--- src/rtl/mips_bus_pkg.sv ---
// Shared types and constants for the MIPS memory-bus arbiter.
// The state encoding maps directly onto the one-hot grant vector.
package mips_bus_pkg;

  typedef enum logic [1:0] {
    ARB_IDLE,
    ARB_GRANT0,
    ARB_GRANT1
  } arb_state_t;

  localparam int ARB_NMASTERS = 2;

  function automatic logic [ARB_NMASTERS-1:0] arb_onehot(input arb_state_t s);
    logic [ARB_NMASTERS-1:0] oh;
    oh = '0;
    if (s == ARB_GRANT0) oh = 2'b01;
    if (s == ARB_GRANT1) oh = 2'b10;
    return oh;
  endfunction

endpackage

--- src/rtl/mips_arb_pick.sv ---
// Combinational winner selection for the two-master arbiter.
// Only meaningful when at least one request is set.
module mips_arb_pick
  import mips_bus_pkg::*;
#(
  parameter int FIXED_PRIORITY = 0
) (
  input  logic [ARB_NMASTERS-1:0] req,
  input  logic                    last_grant,
  output logic                    winner
);

  always_comb begin
    winner = 1'b0;
    case (req)
      2'b10:   winner = 1'b1;
      // On a tie, round-robin hands the bus to whoever did not complete last.
      2'b11:   winner = (FIXED_PRIORITY != 0) ? 1'b0 : ~last_grant;
      default: winner = 1'b0;
    endcase
  end

endmodule

--- src/rtl/mips_avalon_arbiter.sv ---
// Two-master, one-slave Avalon-MM arbiter: one transfer per grant, then re-arbitrate,
// with an optional watchdog that aborts a grant stuck on s_waitrequest.
module mips_avalon_arbiter
  import mips_bus_pkg::*;
#(
  parameter int ADDR_W         = 32,
  parameter int DATA_W         = 32,
  parameter int FIXED_PRIORITY = 0,
  parameter int TIMEOUT        = 255
) (
  input  logic                clk,
  input  logic                reset,
  input  logic [ADDR_W-1:0]   m0_address,
  input  logic                m0_read,
  input  logic                m0_write,
  input  logic [DATA_W/8-1:0] m0_byteenable,
  input  logic [DATA_W-1:0]   m0_writedata,
  output logic [DATA_W-1:0]   m0_readdata,
  output logic                m0_waitrequest,
  input  logic [ADDR_W-1:0]   m1_address,
  input  logic                m1_read,
  input  logic                m1_write,
  input  logic [DATA_W/8-1:0] m1_byteenable,
  input  logic [DATA_W-1:0]   m1_writedata,
  output logic [DATA_W-1:0]   m1_readdata,
  output logic                m1_waitrequest,
  output logic [ADDR_W-1:0]   s_address,
  output logic                s_read,
  output logic                s_write,
  output logic [DATA_W/8-1:0] s_byteenable,
  output logic [DATA_W-1:0]   s_writedata,
  input  logic [DATA_W-1:0]   s_readdata,
  input  logic                s_waitrequest,
  output logic [1:0]          grant,
  output logic                timeout_err
);

  localparam int CNT_W = (TIMEOUT > 1) ? $clog2(TIMEOUT + 1) : 1;
  localparam logic [CNT_W-1:0] CNT_LAST = CNT_W'((TIMEOUT > 0) ? TIMEOUT - 1 : 0);
  localparam bit WDOG_EN = (TIMEOUT > 0);

  arb_state_t       state_q;
  logic             last_grant_q;
  logic [CNT_W-1:0] cnt_q;
  logic             timeout_err_q;

  logic [ARB_NMASTERS-1:0] req;
  logic                    winner;
  logic                    in_grant;
  logic                    owner_is_1;
  logic                    owner_req;
  logic                    wdog_abort;

  assign req        = {m1_read | m1_write, m0_read | m0_write};
  assign in_grant   = (state_q == ARB_GRANT0) || (state_q == ARB_GRANT1);
  assign owner_is_1 = (state_q == ARB_GRANT1);
  assign owner_req  = owner_is_1 ? req[1] : req[0];
  // The watchdog fires in the last allowed stall cycle, so the master is released at that edge.
  assign wdog_abort = WDOG_EN && in_grant && owner_req && s_waitrequest && (cnt_q == CNT_LAST);

  mips_arb_pick #(
    .FIXED_PRIORITY (FIXED_PRIORITY)
  ) u_pick (
    .req        (req),
    .last_grant (last_grant_q),
    .winner     (winner)
  );

  always_ff @(posedge clk) begin
    if (!reset) begin
      state_q       <= ARB_IDLE;
      last_grant_q  <= 1'b1;
      cnt_q         <= '0;
      timeout_err_q <= 1'b0;
    end else begin
      case (state_q)
        ARB_IDLE: begin
          cnt_q <= '0;
          if (|req) state_q <= winner ? ARB_GRANT1 : ARB_GRANT0;
        end
        ARB_GRANT0, ARB_GRANT1: begin
          if (!owner_req) begin
            state_q <= ARB_IDLE;
          end else if (!s_waitrequest) begin
            state_q      <= ARB_IDLE;
            last_grant_q <= owner_is_1;
          end else if (wdog_abort) begin
            state_q       <= ARB_IDLE;
            timeout_err_q <= 1'b1;
          end else begin
            cnt_q <= cnt_q + CNT_W'(1);
          end
        end
        default: state_q <= ARB_IDLE;
      endcase
    end
  end

  always_comb begin
    s_address      = owner_is_1 ? m1_address    : m0_address;
    s_byteenable   = owner_is_1 ? m1_byteenable : m0_byteenable;
    s_writedata    = owner_is_1 ? m1_writedata  : m0_writedata;
    s_read         = in_grant & (owner_is_1 ? m1_read  : m0_read);
    s_write        = in_grant & (owner_is_1 ? m1_write : m0_write);
    m0_waitrequest = (state_q == ARB_GRANT0) ? (s_waitrequest & ~wdog_abort) : 1'b1;
    m1_waitrequest = (state_q == ARB_GRANT1) ? (s_waitrequest & ~wdog_abort) : 1'b1;
  end

  assign m0_readdata = s_readdata;
  assign m1_readdata = s_readdata;
  assign grant       = arb_onehot(state_q);
  assign timeout_err = timeout_err_q;

endmodule

--- config.mk ---
export PLATFORM = sky130hd
export DESIGN_NAME = mips_avalon_arbiter
export DESIGN_NICKNAME = d
export VERILOG_FILES = /design/src/rtl/mips_bus_pkg.sv /design/src/rtl/mips_arb_pick.sv /design/src/rtl/mips_avalon_arbiter.sv
export SDC_FILE = /design/constraint.sdc
export NUM_CORES = 1
export LEC_CHECK = 0
export ABC_AREA = 1
export BUFFER_PORTS_ARGS = -buffer_cell sky130_fd_sc_hd__buf_4
export CAP_MARGIN = 40
export CORE_AREA = 2 2 120 122
export DETAILED_ROUTE_END_ITERATION = 7
export DIE_AREA = 0 0 122 124
export GPL_TIMING_DRIVEN = 1
export HOLD_SLACK_MARGIN = 0.12
export SKIP_LAST_GASP = 1
export SYNTH_ARGS = -nofsm -noshare
export SYNTH_HDL_FRONTEND = slang
export SYNTH_SLANG_ARGS = --single-unit
--- constraint.sdc ---
create_clock -name clk -period 3.7 [get_ports clk]
set_input_delay 0 -clock clk [delete_from_list [all_inputs] [get_ports clk]]
set_output_delay 0 -clock clk [all_outputs]
set_load 0.02 [all_outputs]
# Yosys cells after proc, flatten, opt, wreduce, memory -nomap -nowiden
# Index checks and enable logic that the tools add are counted.
[totals]
input_bits = 175
regBits = 12
output_inout_bits = 139
elab_cells = 56
[classes]
bitwise = 8
eq_ne = 10
reduce_logical = 12
muxes = 21
addsub = 1
[op_table]
columns = ["operator", "n"]
rows = [
  ["2-to-1 mux 32 bit", 2],
  ["2-to-1 mux 8 bit", 3],
  ["one-hot mux 8 bit (2 select lines)", 1],
  ["2-to-1 mux 2 bit", 6],
  ["adder 8 x 1 -> 8 bit, second input constant", 1],
  ["== test 8 bit, second input constant", 1],
  ["inequality test 2 bit, second input constant", 4],
  ["AND reduction 4 bit", 2],
  ["== test 2 bit, second input constant", 3],
  ["2-to-1 mux 1 bit", 6],
  ["2-to-1 mux 4 bit", 1],
  ["inequality test 4 bit, second input constant", 1],
  ["one-hot mux 2 bit (2 select lines)", 1],
  ["OR reduction 2 bit", 2],
  ["AND 1 bit", 3],
  ["logical AND 1 bit", 3],
  ["inverter 1 bit", 3],
  ["AND reduction 3 bit", 1],
  ["== test 2 x 1 -> 1 bit, second input constant", 1],
  ["zero test 2 bit", 1],
  ["OR 1 bit", 2],
  ["one-hot mux 1 bit (2 select lines)", 1],
  ["AND reduction 2 bit", 1],
  ["nonzero test 2 bit", 1],
  ["logical OR 1 bit", 1],
]

# Depth between registers and ports, before layout
[logic_depth]
word_depth = 9
mapped_depth = 10

# Modules after synthesis
# A second synthesis with hierarchy kept.
[hier_totals]
hier_cells = 416
area_unflattened_um2 = 2164.6
[modules_own_cells]
columns = ["module", "area_per_inst_um2", "n_inst", "cells_per_inst"]
rows = [
  ["mips_avalon_arbiter", 2152.1, 1, 414],
  ["mips_arb_pick", 12.5, 1, 2],
]

# Worst setup path after synthesis
# Ideal clock, no wire load.
[synth_path]
path_type = "register to output"
from = "reg state_q[0]"
to = "out s_write"
stages_incl_launch_ff = 7
slack_ns = 2.223
n_path_buf = 1
t_arrival_ns = 1.477
path_cell_list = "dfxtp_1 > inv_1 > ha_1 > inv_2 > clkbuf_1 > nand2_1 > a21oi_1"
[synth_via]
elab_chain_cells = 3
[synth_lines]
columns = ["element", "line", "rtl"]
rows = [
  ["start, declared", "mips_avalon_arbiter.sv:42", "arb_state_t state_q;"],
  ["start signal, assigned", "mips_avalon_arbiter.sv:79", "if (|req) state_q <= winner ? ARB_GRANT1 : ARB_GRANT0;"],
  ["== test 2 bit *", "mips_avalon_arbiter.sv:56", "assign owner_is_1 = (state_q == ARB_GRANT1);"],
  ["named net owner_is_1", "mips_avalon_arbiter.sv:50", "logic owner_is_1;"],
  ["2-to-1 mux 1 bit or logical OR 1 bit (tied branches)", "mips_avalon_arbiter.sv:104, mips_avalon_arbiter.sv:55", ""],
  ["AND 1 bit *", "mips_avalon_arbiter.sv:104", "s_write = in_grant & (owner_is_1 ? m1_write : m0_write);"],
  ["end, declared", "mips_avalon_arbiter.sv:29", "output logic s_write,"],
]
# The timed path passes the listed nets; every way through them passes the cells marked *.

# Worst setup path after layout
[layout_path]
from = "reg state_q[0]"
to = "reg last_grant_q"
[layout_via]
elab_chain_cells = 3
[layout_lines]
columns = ["element", "line", "rtl"]
rows = [
  ["== test 2 bit or == test 2 x 1 -> 1 bit (tied branches)", "mips_avalon_arbiter.sv:56, mips_avalon_arbiter.sv:76", ""],
  ["2-to-1 mux 1 bit or OR reduction 2 bit (tied branches)", "mips_avalon_arbiter.sv:57, mips_avalon_arbiter.sv:76", ""],
  ["AND reduction 3 bit (no line)", "n/a", ""],
  ["end signal, assigned", "mips_avalon_arbiter.sv:86", "last_grant_q <= owner_is_1;"],
  ["end, declared", "mips_avalon_arbiter.sv:43", "logic last_grant_q;"],
]
# Several ways; a longest one is shown, not always the timed one.
# A chain may end at the register's enable or synchronous reset.

==> results.json <==
{
  "placed_area_um2": 3600,
  "cts_tree": "built",
  "fin_crit_ns": 2.36,
  "dieArea_um2": 15100,
  "fill_cells": 1562,
  "grt_pass1_wl_mm": 14.1,
  "critPathMaxFanout": 74,
  "rows": 43,
  "p_leak_nw": 2.21,
  "cts_buffer_depth": 2,
  "ys_warn_count": 0,
  "timing_worst_setup_path_type": "reg -> reg",
  "rsz0062_at_grt": "no",
  "route.detailed.wl_per_inst_um": 12.4,
  "fin_area_um2": 4030,
  "vias": 3058,
  "min_path_type": "in -> reg",
  "htree_levels": 1,
  "final_cells": 778,
  "max_slew_margin": 0.488,
  "grt_start_max_net_pins": 75,
  "dr.first_iter.drc_count": 79,
  "vdd_drop_max_v": 0.000373,
  "syn-num-nets": 603,
  "cts_setup_buffers": 0,
  "numCtsBuffers": 3,
  "insertion_delay_ns": 0.24,
  "drive_above_1_share": 0.411,
  "worstSetupStartpointType": "flop",
  "grt_pass1_vias": 2891,
  "final_max_slew_viol_count": 0,
  "antenna_cells": 0,
  "seq_area_um2": 240,
  "synth_edf_count": 0,
  "root_buffer": "clkbuf_16",
  "nNetsFinal": 780,
  "dominantRegCellSynth": "dfxtp_1",
  "crit_arrival_ns": 2.49,
  "final_antenna_net_count": 0,
  "maxCapViolations": 0,
  "synth_async_sr_flop_share": 0,
  "multi_input_area_um2": 1420,
  "setup_tns_ns": 0,
  "synth_area_leaders": "nand2_1 39%, buf_4 22%, dfxtp_1 11%",
  "drc_errors": 0,
  "area_growth_syn_to_layout_pct": 76.9,
  "post_cts_resize_count": 0,
  "powerDensity_nw_per_um2": 392,
  "grt_antenna_before_repair": 0,
  "die_x_um": 122,
  "synth_cells": 422,
  "final_core_util": 0.294,
  "place.gp.congestion": 0.807,
  "drtPass1Iterations": 4,
  "totalWireLength_mm": 9.61,
  "coreArea_um2": 13700,
  "die_y_um": 124,
  "synth_top_area_share": 0.394,
  "track_usage": 0.117,
  "fin_crit_sh": 0.639,
  "start_util": 0.166,
  "critPathCaptureType": "flop",
  "hold_viol": 0,
  "power.total_mw": 1.58,
  "grt_remaining_overflow": 0,
  "num_io_pins": 314,
  "ys_seq_elements": 12,
  "fmax_mhz": 423,
  "tightest_slew_ns": 0.768,
  "synth_largest_area_cell": "nand2_1",
  "seq_area_frac_synth": 0.105,
  "dp_cells": 740,
  "hpwl_mm": 7.58,
  "port_buffers": 217,
  "avgSynthCellArea_um2": 5.40,
  "vias_per_cell": 3.93,
  "status": "finished, final reports clean",
  "syn-cell-area_um2": 2280,
  "clock-sinks": 12,
  "cts.clk_slew.worst_paths_ns": 0.05,
  "skew_ns": 0.00551,
  "setup_viol": 0,
  "synth.distinct_cells": 25,
  "required_ns": 3.83
}
[critical path: stages, from the launching register on]
cell and delay, ns:
dfxtp_1 0.33, inv_1 0.09, ha_2 0.18, buf_4 0.60, nand2_4 0.13, nand2_4 0.14
nor2_1 0.05, nand3_1 0.06, nand3_1 0.08, dlygate4sd3_1 0.57
[state kept, by name, summed over array words and instances (netlist names)]
register / cells
timeout_err: 1
cnt_q: 8
state_q: 2
last_grant_q: 1
[stage by stage]
stage / hold slack, ns / setup slack, ns
2_1_floorplan: 0.0846 / 2.22
3_3_place_gp: 0.000200 / 1.59
3_5_place_dp: 0.000200 / 1.72
4_1_cts: 0.206 / 1.30
5_1_grt: 0.272 / 1.13
6_report: 0.196 / 1.34
[cell type report]
type                    instances  area share
inverters                      14      0.0130
well taps                     180      0.0558
flip-flops and latches         12      0.0596
repair buffers                254       0.497
multi-input cells             314       0.352
clock buffers                   4      0.0220
[logic make-up (layout without fill, tap and decap cells)]
| family | after synthesis | after routing | synth area share |
|---|---|---|---|
| AO/OA/AOI/OAI | 19 | 19 | 0.0467 |
| adder cells (fa/ha/maj) | 6 | 6 | 0.0329 |
| buffers and inverters | 96 | 272 | 0.272 |
| flip-flops | 12 | 12 | 0.105 |
| AND/OR/NAND/NOR | 289 | 289 | 0.543 |
[layer usage]
layer	vias up	global-route usage	part of all wire	wire, um
met5	-	0	0	0
met4	0	0.0316	0.016	151
met3	17	0.0293	0.094	904
met2	163	0.216	0.51	4860
met1	1305	0.134	0.38	3700
li1	1573	-	-	-
[path summary, 6_finish.rpt]
path / startpoint / endpoint / slack [ns] / cells after the start
max: state_q[0]$_SDFFE_PN0P_ / last_grant_q$_SDFFE_PN1P_ / 1.34 / 9
min: m0_read / state_q[1]$_SDFFE_PN0P_ / 0.20 / 6
max reg2reg: state_q[0]$_SDFFE_PN0P_ / last_grant_q$_SDFFE_PN1P_ / 1.34 / 9
min reg2reg: timeout_err$_SDFFE_PN0P_ / timeout_err$_SDFFE_PN0P_ / 0.50 / 2
[cell usage in the layout (no fill, tap or decap), types with 2 or more instances in the layout]
cell type        n
dlygate4sd3_1   34
nand4_1          2
dfxtp_1         12
inv_1           10
buf_4          219
nand2_2          3
inv_2            4
ha_1             5
o21ai_0          3
nand2_1        239
a21oi_1         12
nor2_1          17
nand3_1         15
nand2_4          6
nor2_4           4
clkbuf_16        3
[synthesized netlist by cell type (2+ instances only)]
master / instances
a21oi_1: 12
buf_1: 3
buf_4: 67
clkbuf_1: 10
dfxtp_1: 12
ha_1: 6
inv_1: 10
inv_2: 4
nand2_1: 239
nand2_2: 3
nand2_4: 6
nand3_1: 15
nand4_1: 2
nor2_1: 17
nor2_4: 4
o21ai_0: 3
[power by group]
group          internal [mW]  total [mW]  switching [mW]
clock network          0.163       0.223          0.0593
logic                  0.477        1.20           0.724
registers              0.142       0.155          0.0129
total                  0.782        1.58           0.797
[timing repair]
action | in CTS | in global routing
hold buffers | 34 | 0
endpoints found under the setup margin | 0 | 0
endpoints found under the hold margin | 68 | 0
Note: power is estimated with default switching activity, not from simulation.
